===== src/rtl/pipe_exec_ctrl.sv =====
// pipe_exec_ctrl -- execution controller for the 5-stage MIPS pipeline.
//
// Sequences the datapath for the debug unit: accepts RUN / STEP / CLEAR
// commands, drives the global pipeline-register enable and the PC enable,
// detects HALT at IF, drains the in-flight instructions and then freezes.
//
// Optional feature macro: PIPE_EXEC_CTRL_STEP_EN
//   defined   : single-step (STEP command, o_state=2) is built.
//   undefined : STEP is accepted as a NOP in IDLE and DONE.
//
// Parameters
//   DRAIN_CYCLES  enabled cycles after the HALT fetch cycle (must be >= 1)
//   CNT_W         width of the executed-cycle counter
// Ports
//   i_clk, i_reset        clock, asynchronous active-high reset
//   i_cmd_valid, i_cmd    command strobe / code (00 NOP, 01 RUN, 10 STEP, 11 CLEAR)
//   o_cmd_ready           command accepted on an edge with valid && ready
//   i_halt_fetched        IF stage holds HALT
//   o_pipe_en, o_pc_en    pipeline-register enable, PC update enable
//   o_pc_clr              one-cycle clear pulse for PC and pipeline registers
//   o_done                program finished, pipeline frozen
//   o_cycle_cnt           enabled cycles since last CLEAR/reset (saturating)
//   o_state               IDLE=0 RUN=1 STEP=2 DRAIN=3 DONE=4
module pipe_exec_ctrl #(
  parameter int unsigned DRAIN_CYCLES = 4,
  parameter int unsigned CNT_W        = 32
) (
  input  logic             i_clk,
  input  logic             i_reset,
  input  logic             i_cmd_valid,
  input  logic [1:0]       i_cmd,
  output logic             o_cmd_ready,
  input  logic             i_halt_fetched,
  output logic             o_pipe_en,
  output logic             o_pc_en,
  output logic             o_pc_clr,
  output logic             o_done,
  output logic [CNT_W-1:0] o_cycle_cnt,
  output logic [2:0]       o_state
);

  localparam int unsigned DW = $clog2(DRAIN_CYCLES + 1);

  localparam logic [1:0] CMD_RUN   = 2'b01;
  localparam logic [1:0] CMD_CLEAR = 2'b11;
`ifdef PIPE_EXEC_CTRL_STEP_EN
  localparam logic [1:0] CMD_STEP  = 2'b10;
`endif

  typedef enum logic [2:0] {
    S_IDLE  = 3'd0,
    S_RUN   = 3'd1,
    S_DRAIN = 3'd3,
    S_DONE  = 3'd4
`ifdef PIPE_EXEC_CTRL_STEP_EN
    , S_STEP = 3'd2
`endif
  } state_t;

  state_t          state_q, state_d;
  logic            halt_pending_q, halt_pending_d;
  logic [DW-1:0]   drain_q, drain_d;
  logic            pc_clr_q, clear_d;
  logic [CNT_W-1:0] cnt_q;

  // State and flag registers
  always_ff @(posedge i_clk or posedge i_reset) begin
    if (i_reset) begin
      state_q        <= S_IDLE;
      halt_pending_q <= 1'b0;
      drain_q        <= '0;
      pc_clr_q       <= 1'b0;
    end else begin
      state_q        <= state_d;
      halt_pending_q <= halt_pending_d;
      drain_q        <= drain_d;
      pc_clr_q       <= clear_d;
    end
  end

  // Next-state and flag update
  always_comb begin
    state_d        = state_q;
    halt_pending_d = halt_pending_q;
    drain_d        = drain_q;
    clear_d        = 1'b0;
    unique case (state_q)
      S_IDLE: begin
        if (i_cmd_valid) begin
          case (i_cmd)
            // A halt left pending by single-stepping resumes as a drain.
            CMD_RUN:   state_d = halt_pending_q ? S_DRAIN : S_RUN;
`ifdef PIPE_EXEC_CTRL_STEP_EN
            CMD_STEP:  state_d = S_STEP;
`endif
            CMD_CLEAR: begin
              halt_pending_d = 1'b0;
              drain_d        = '0;
              clear_d        = 1'b1;
            end
            default: ;
          endcase
        end
      end
      S_RUN: begin
        if (i_halt_fetched) begin
          halt_pending_d = 1'b1;
          drain_d        = DW'(DRAIN_CYCLES);
          state_d        = S_DRAIN;
        end
      end
      S_DRAIN: begin
        drain_d = drain_q - DW'(1);
        if (drain_q == DW'(1)) state_d = S_DONE;
      end
`ifdef PIPE_EXEC_CTRL_STEP_EN
      S_STEP: begin
        state_d = S_IDLE;
        if (!halt_pending_q) begin
          if (i_halt_fetched) begin
            halt_pending_d = 1'b1;
            drain_d        = DW'(DRAIN_CYCLES);
          end
        end else begin
          drain_d = drain_q - DW'(1);
          if (drain_q == DW'(1)) state_d = S_DONE;
        end
      end
`endif
      S_DONE: begin
        if (i_cmd_valid && (i_cmd == CMD_CLEAR)) begin
          halt_pending_d = 1'b0;
          drain_d        = '0;
          clear_d        = 1'b1;
          state_d        = S_IDLE;
        end
      end
      default: state_d = S_IDLE;
    endcase
  end

  // Moore output decode
  always_comb begin
    o_pipe_en   = 1'b0;
    o_cmd_ready = 1'b0;
    o_done      = 1'b0;
    unique case (state_q)
      S_IDLE:         o_cmd_ready = 1'b1;
      S_RUN, S_DRAIN: o_pipe_en   = 1'b1;
`ifdef PIPE_EXEC_CTRL_STEP_EN
      S_STEP:         o_pipe_en   = 1'b1;
`endif
      S_DONE: begin
        o_done      = 1'b1;
        o_cmd_ready = 1'b1;
      end
      default: ;
    endcase
    o_pc_en     = o_pipe_en && !halt_pending_q;
    o_pc_clr    = pc_clr_q;
    o_cycle_cnt = cnt_q;
    o_state     = state_q;
  end

  // Executed-cycle counter; CLEAR is only accepted while the pipe is idle,
  // so it never collides with an increment.
  always_ff @(posedge i_clk or posedge i_reset) begin
    if (i_reset)                      cnt_q <= '0;
    else if (clear_d)                 cnt_q <= '0;
    else if (o_pipe_en && cnt_q != '1) cnt_q <= cnt_q + CNT_W'(1);
  end

endmodule


===== config.mk =====
export PLATFORM = sky130hd
export DESIGN_NAME = pipe_exec_ctrl
export DESIGN_NICKNAME = d
export VERILOG_FILES = /design/src/rtl/pipe_exec_ctrl.sv
export SDC_FILE = /design/constraint.sdc
export NUM_CORES = 1
export LEC_CHECK = 0
export CAP_MARGIN = 40
export CORE_MARGIN = 3
export CORE_UTILIZATION = 45
export DETAILED_ROUTE_END_ITERATION = 6
export HOLD_SLACK_MARGIN = 0.15
export PLACE_DENSITY_LB_ADDON = 0.08
export SLEW_MARGIN = 20
export SYNTH_ARGS = -nofsm -noshare
export SYNTH_HDL_FRONTEND = slang
export SYNTH_SLANG_ARGS = --single-unit

===== constraint.sdc =====
create_clock -name i_clk -period 3.05 [get_ports i_clk]
set_input_delay 0.305 -clock i_clk [delete_from_list [all_inputs] [get_ports i_clk]]
set_output_delay 0.305 -clock i_clk [all_outputs]
set_load 0.005 [all_outputs]

## Word level (Yosys, flattened, before mapping)

Index checks and enable logic that the tools add are counted.

- Add/subtract/negate cells: 2
- Equal/unequal tests: 13
- Multiplexer cells: 25
- Reduce and logical (&&, ||, !) cells: 13

Operators with widths:

| operator | number |
|---|---|
| $mux 32 | 2 |
| $add 32x1->32 const B | 1 |
| $ne 32x32->1 const B | 1 |
| $mux 3 | 8 |
| $pmux 3 s4 | 2 |
| $reduce_and 5->1 | 3 |
| $mux 1 | 10 |
| $ne 2x2->1 const B | 5 |
| $eq 3x1->1 const B | 2 |
| $reduce_bool 4->1 | 1 |
| $reduce_or 2->1 | 2 |
| $eq 3x2->1 const B | 1 |
| $eq 3x3->1 const B | 1 |
| $logic_and 1x1->1 | 3 |
| $logic_not 3->1 | 1 |
| $pmux 1 s3 | 1 |
| $reduce_bool 3->1 | 1 |
| $sub 3x1->3 const B | 1 |
| $eq 2x1->1 const B | 1 |
| $eq 2x2->1 const B | 1 |
| $mux 2 | 1 |
| $ne 2x1->1 const B | 1 |
| $pmux 1 s2 | 1 |
| $reduce_bool 2->1 | 1 |
| $logic_not 1->1 | 1 |

- Bits in registers: 40
- Logic and storage cells: 58

## Logic depth before layout (Yosys ltp)

Gate-level depths: netlist of run 1.

- Depth in word-level cells: 6
- Depth in mapped cells: 9

## Worst setup path before layout of run 1

No wires, ideal clock.

- Path type: register -> register
- Start point: reg cnt_q[0], in the netlist o_cycle_cnt[0]
- End point: reg cnt_q[18], in the netlist o_cycle_cnt[18]
- Library setup time: 126 ps
- Arrival: 2,160 ps
- Path slack: 764 ps
- Stages on the path, launching flop included: 9
- Buffers on the path: 2
- Period minus slack after synthesis: 2,286 ps
- Path through: dfrtp_1 -> ha_1 -> nand4_2 -> or4_1 -> buf_2 -> o31ai_4 -> buf_6 -> nor3_1 -> a311o_1

- Cells in the longest elaborated chain, start to end: 3
- Elaborated cells between the ends (all ways): 6
- Those cells by class: add/sub: 1; eq/ne: 1; mux: 2; reduce/logical: 2

Ends and longest elaborated chain:

| item | RTL line | source |
|---|---|---|
| start, declared | 64 | `logic [CNT_W-1:0] cnt_q;` |
| start signal, assigned | 170 | `else if (o_pipe_en && cnt_q != '1) cnt_q <= cnt_q + CNT_W'(1);` |
| $add 32x1->32 or $ne 32x32->1 (tied branches) | 170 |  |
| $mux 32 or $logic_and 1x1->1 (tied branches) | 170 |  |
| $mux 32 or $reduce_bool 2->1 (tied branches) | -- |  |

Several ways; a longest one is shown, not always the timed one. The select of a mux whose other input is x is not followed.
A chain may end at the register's enable or synchronous reset.

## Final worst setup path of run 1

- Start point: reg cnt_q[0], in the netlist o_cycle_cnt[0]
- End point: reg cnt_q[6], in the netlist o_cycle_cnt[6]

The elaborated chain is that of the path after synthesis.

==> results of run 1 <==
-- per-layer routing --
| metal | vias up | wire length, µm |
|---|---|---|
| met5 | - | 0 |
| met3 | 7 | 197 |
| met1 | 969 | 2550 |
| li1 | 1023 | - |
| met4 | 0 | 72 |
| met2 | 46 | 2500 |
-- layout by cell type, fill, tap and decap left out, drive strengths merged, types with 4 or more instances in the layout --
| master | count |
|---|---|
| nand4 | 9 |
| inv | 9 |
| o211ai | 5 |
| buf | 5 |
| or3 | 6 |
| clkdlybuf4s50 | 45 |
| and3 | 4 |
| or4 | 15 |
| a21oi | 18 |
| nand3 | 19 |
| nor2 | 11 |
| dfrtp | 40 |
| nand2 | 24 |
| nor3 | 5 |
| clkbuf | 7 |
| o31ai | 19 |
| and2 | 4 |
| o21ai | 8 |
-- worst paths after layout --
path	slack [ps]	end	startpoint
min reg2reg	480	drain_q[1]$_DFFE_PP0P_	drain_q[1]$_DFFE_PP0P_
max in group asynchronous	2270	o_cycle_cnt[0]$_DFFE_PP0P_	i_reset
min	430	o_cycle_cnt[13]$_DFFE_PP0P_	i_reset
max	460	o_cycle_cnt[6]$_DFFE_PP0P_	o_cycle_cnt[0]$_DFFE_PP0P_
min in group i_clk	480	drain_q[1]$_DFFE_PP0P_	drain_q[1]$_DFFE_PP0P_
max reg2reg	460	o_cycle_cnt[6]$_DFFE_PP0P_	o_cycle_cnt[0]$_DFFE_PP0P_
-- stage by stage --
step                util [%]  std cells  setup WS [ps]
CTS                     59.5        356            478
detailed placement      57.4        349            487
finish                  59.5        356            457
global placement        57.4        349            565
floorplan                  -        247            764
global route            59.5        356            290
-- cell families after synthesis --
family,count (synthesis)
and+or+nand+nor,110
AOI/OAI and AO/OA,65
DFF,40
buffers and inverters,24
muxes,4
adders and majority gates,3
xor gates and xnor gates,1
-- flip-flops by register name (all words and copies together), names as in the netlist --
| name | cells |
|---|---|
| drain_q | 3 |
| o_state | 3 |
| o_pc_clr | 1 |
| o_cycle_cnt | 32 |
| halt_pending_q | 1 |
-- critical path: stages, from the launching register on --
cell     delay, ps
dfrtp_1        410
ha_1           220
nand4_2        130
or4_1          700
o31ai_4        420
buf_4          320
or3_1          150
mux2i_1        170
-- power breakdown --
part	internal [W]	switching [W]	leakage, nW	total (W)
Sequential	0.000730	0.000286	0.504	0.00102
Combinational	0.000547	0.000406	0.538	0.000953
Clock	0.000201	0.000179	0.0503	0.000380
Total	0.00148	0.000870	1.09	0.00235
-- area by class of cell --
| type | instances | share of cell area [%] |
|---|---|---|
| inverter | 9 | 1.19 |
| timing repair buffer | 50 | 17.2 |
| sequential | 40 | 35.2 |
| clock buffer | 7 | 3.39 |
| tap | 67 | 2.95 |
| multi-input combinational | 183 | 40.1 |
==> impl_metrics.ini, run 1 <==
[die]
die_w_um = 76.9
die_area_um2 = 5910
start_util_pct = 47.2
io_pins = 46
core_um2 = 4790
die_h_um = 76.9
num_rows = 25

[global_route]
grt_pass1_vias = 1857
top_usage_layer = met2
grt_pass1_wl_um = 9200
grtUsageMet2_pct = 29.4
antenna_found_initial = 0
grt_max_degree = 41
grtUsageMet1_pct = 26.7
grtUsageTotal_pct = 18.9
grt_overflow = 0
gr-usage-met3_pct = 3.64

[finish]
nNetsFinal = 298
multi_input_area_um2 = 1140
layout-drive-gt1-share_pct = 5.88
design_area_um2 = 2850
area_delta_synth_final_pct = 25.8
antennaDiodeCount = 0
layout.area.seq_um2 = 1000
n_fill_cell = 421

[drt]
drc = 0
num_vias = 2045
via_per_inst = 5.74
firstDrtPassIters = 4
antenna_left = 0
drt_iter0_drc = 108
wl_um = 5330
wl_per_cell_um = 15.0

[cts]
cts_tree = done
cts_resized = 0
numCtsBuffers = 5
cts_buffer_depth = 2
clock-sinks = 40
clk_pin_slew_ps = 70
postCtsSetupBuffers = 0
clockRootBuffer = clkbuf_8
ctsHoldBuffers = 0
h-tree-depth = 2
clkLatencyLatePin_ps = 290

[synthesis]
syn_inst = 247
ys_seq_elements = 40
synth_area_leaders = dfrtp_1 44%, o31ai_1 6.0%, or4_1 5.0%, nand3_1 4.2%, a21oi_1 4.0%
syn_area_um2 = 2260
synth_edf_count = 0
postSynthAreaPerCell_um2 = 9.15
yosysSeqAreaShare_pct = 44.3
netlist.area_leader.share_pct = 44.3
synthFlopType = dfrtp_1
async_reset_ff_share_pct = 100
synth-simple-area-share_pct = 26.9
synth_compound_area_share_pct = 19.8
synth_top_area_cell = dfrtp_1
yosysUniqueCellTypes = 46
synthMuxAreaShare_pct = 1.83
synth_commonest_cells = 40 x dfrtp_1, 24 x nand2_1, 19 x nand3_1, 18 x a21oi_1, 18 x o31ai_1
syn_nets = 256
yosys_warnings = 0
synth_top_family_by_area = simple AND/OR/NAND/NOR gates
synthAdderAreaFrac_pct = 1.66
post-synth-top-count-cell = dfrtp_1
synth-xor-area-share_pct = 0.387

[place]
io_buffers = 45
post_dp_cell_area_um2 = 2750
place_congestion = 0.804
dpl.hpwl_um = 3710

[timing]
hold_viol_final = 0
period_share_pct = 85.0
drv_slew = 0
fin_crit_ps = 2590
whs_ps = 433
fin_worst_skew_ps = 3.64
rsz0062_at_grt = no
slew_headroom_pct = 56.8
fmax_mhz = 386
finalSetupTns_ps = 0
tightest_slew_ps = 644
setup_violations = 0

[critical_path]
critPathKind = register to register
endpoint_kind = register
cp.arrival_ps = 2810
crit_path_max_fanout = 24
reg2regPathDepth = 7
cp.required_ps = 3270
crit_path_start_kind = register

[power_and_ir_drop]
ir_worst_vdd_v = 0.000435
p_leak_nw = 1.09
total_power_w = 0.00235
p_per_area_nw_per_um2 = 826

[min_path]
hold_class = input pin to asynchronous set/reset pin

[status]
status = complete, no violations

[job]
maxCapViolations = 0
Note: power is estimated with default switching activity, not from simulation.
==> inputs of run 2 (changes only) <==
- GPL_TIMING_DRIVEN: not set -> 0
==> impl_metrics.ini, run 2 (synthesis gave the netlist of run 1 again) <==
[global_route]
top_usage_layer = met2
grt_pass1_wl_um = 10000
grtUsageTotal_pct = 20.5
grt_overflow = 0
grt_pass1_vias = 2045
grt_max_degree = 25
grtUsageMet2_pct = 31.4
gr-usage-met3_pct = 3.76
antenna_found_initial = 0
grtUsageMet1_pct = 29.6

[cts]
cts_tree = done
h-tree-depth = 2
cts_buffer_depth = 2
postCtsSetupBuffers = 0
ctsHoldBuffers = 0
cts_resized = 0
clock-sinks = 40
numCtsBuffers = 5
clk_pin_slew_ps = 90
clkLatencyLatePin_ps = 290
clockRootBuffer = clkbuf_8

[finish]
largest_register_ffs = 32
final_common_cell = clkdlybuf4s50_1
area_delta_synth_final_pct = 29.3
nNetsFinal = 309
postLayoutCoreUtil_pct = 61.1
layout-drive-gt1-share_pct = 6.31
layout_common_cells = 45 x clkdlybuf4s50_1, 40 x dfrtp_1, 24 x nand2_1, 19 x nand3_1
stdcell_count = 368
antennaDiodeCount = 0

[drt]
antenna_left = 0
drt_iter0_drc = 152
via_per_inst = 5.93
num_vias = 2183
firstDrtPassIters = 4
wl_um = 5640
wl_per_cell_um = 15.3
drc = 0

[min_path]
hold_class = input pin to asynchronous set/reset pin

[die]
die_w_um = 76.9
die_area_um2 = 5910
die_h_um = 76.9
io_pins = 46
core_um2 = 4790
num_rows = 25
start_util_pct = 47.2

[critical_path]
r2r_setup_slack_ps = 500
reg2regPathDepth = 8
r2r_start = o_cycle_cnt[0]$_DFFE_PP0P_
crit_path_start_kind = register
cp.required_ps = 2740
critPathLaunch = o_state[2]$_DFFE_PP0P_
endpoint_kind = output port
cp.arrival_ps = 2300
critPathKind = register to output port
crit_path_max_fanout = 10
r2r_end = o_cycle_cnt[18]$_DFFE_PP0P_

[place]
io_buffers = 45
dp.cells = 360
dpl.hpwl_um = 3990
place_congestion = 0.805
pre_cts_slack_ps = 418

[power_and_ir_drop]
total_power_w = 0.00245
p_per_area_nw_per_um2 = 840
ir_worst_vdd_v = 0.000376
p_leak_nw = 1.12

[timing]
drv_slew = 0
fin_crit_ps = 2600
rsz0062_at_grt = no
finalSetupTns_ps = 0
tightest_slew_ps = 665
period_share_pct = 85.4
fin_worst_skew_ps = 10.8
slew_headroom_pct = 55.3
setup_ws_ps = 445
setup_violations = 0
fmax_mhz = 384
hold_viol_final = 0

[status]
status = complete, no violations

[job]
maxCapViolations = 0
## run 2: cell count changes in the layout (fill, tap and decap cells not counted), sizes merged
cell    before  now
bufinv       0    1
clkbuf       7   15
clkinv       0    1
buf          5    7
## run 2: critical path: stages (launching register included)
cell and delay [ps]:
dfrtp_1 370, clkbuf_1 190, nand2b_1 320, inv_2 140, clkbuf_1 390, clkdlybuf4s50_1 600
## run 2: metal layers
metal | up-vias | wire (µm)
met5 | - | 0
met4 | 0 | 48
met3 | 4 | 243
met2 | 64 | 2650
met1 | 1062 | 2700
li1 | 1053 | -
## run 2: power by group
group	switching (W)	total [W]	leakage (nW)	internal [W]
Clock	0.000187	0.000430	0.0552	0.000243
Combinational	0.000461	0.00104	0.559	0.000579
Sequential	0.000254	0.000984	0.504	0.000730
## run 2: area by class of cell
cell class	instances	area [µm²]
well taps	67	83.8
repair buffers	46	470
plain buffers	15	83.8
multi-input cells	183	1140
inverters	9	33.8
flip-flops and latches	40	1000
clock inverters	2	35.0
clock buffers	6	72.6
fillers	423	1860
## run 2: worst max-delay path by stage
stage	end	slack, ps	depth (start not counted)
2_1_floorplan	o_cycle_cnt[18]$_DFFE_PP0P_	760	8
3_3_place_gp	o_cycle_cnt[13]$_DFFE_PP0P_	380	8
3_5_place_dp	o_cycle_cnt[12]$_DFFE_PP0P_	420	8
4_1_cts	o_pipe_en	430	5
5_1_grt	o_cycle_cnt[3]$_DFFE_PP0P_	260	9
6_report	o_pipe_en	450	5
## run 2: through the flow
| stage | hold slack (ps) | area (µm²) |
|---|---|---|
| after floorplan | 450 | 2260 |
| after global placement | 473 | 2800 |
| after detailed placement | 482 | 2820 |
| after CTS | 316 | 2920 |
| after global routing | 330 | 2920 |
| final | 306 | 2920 |
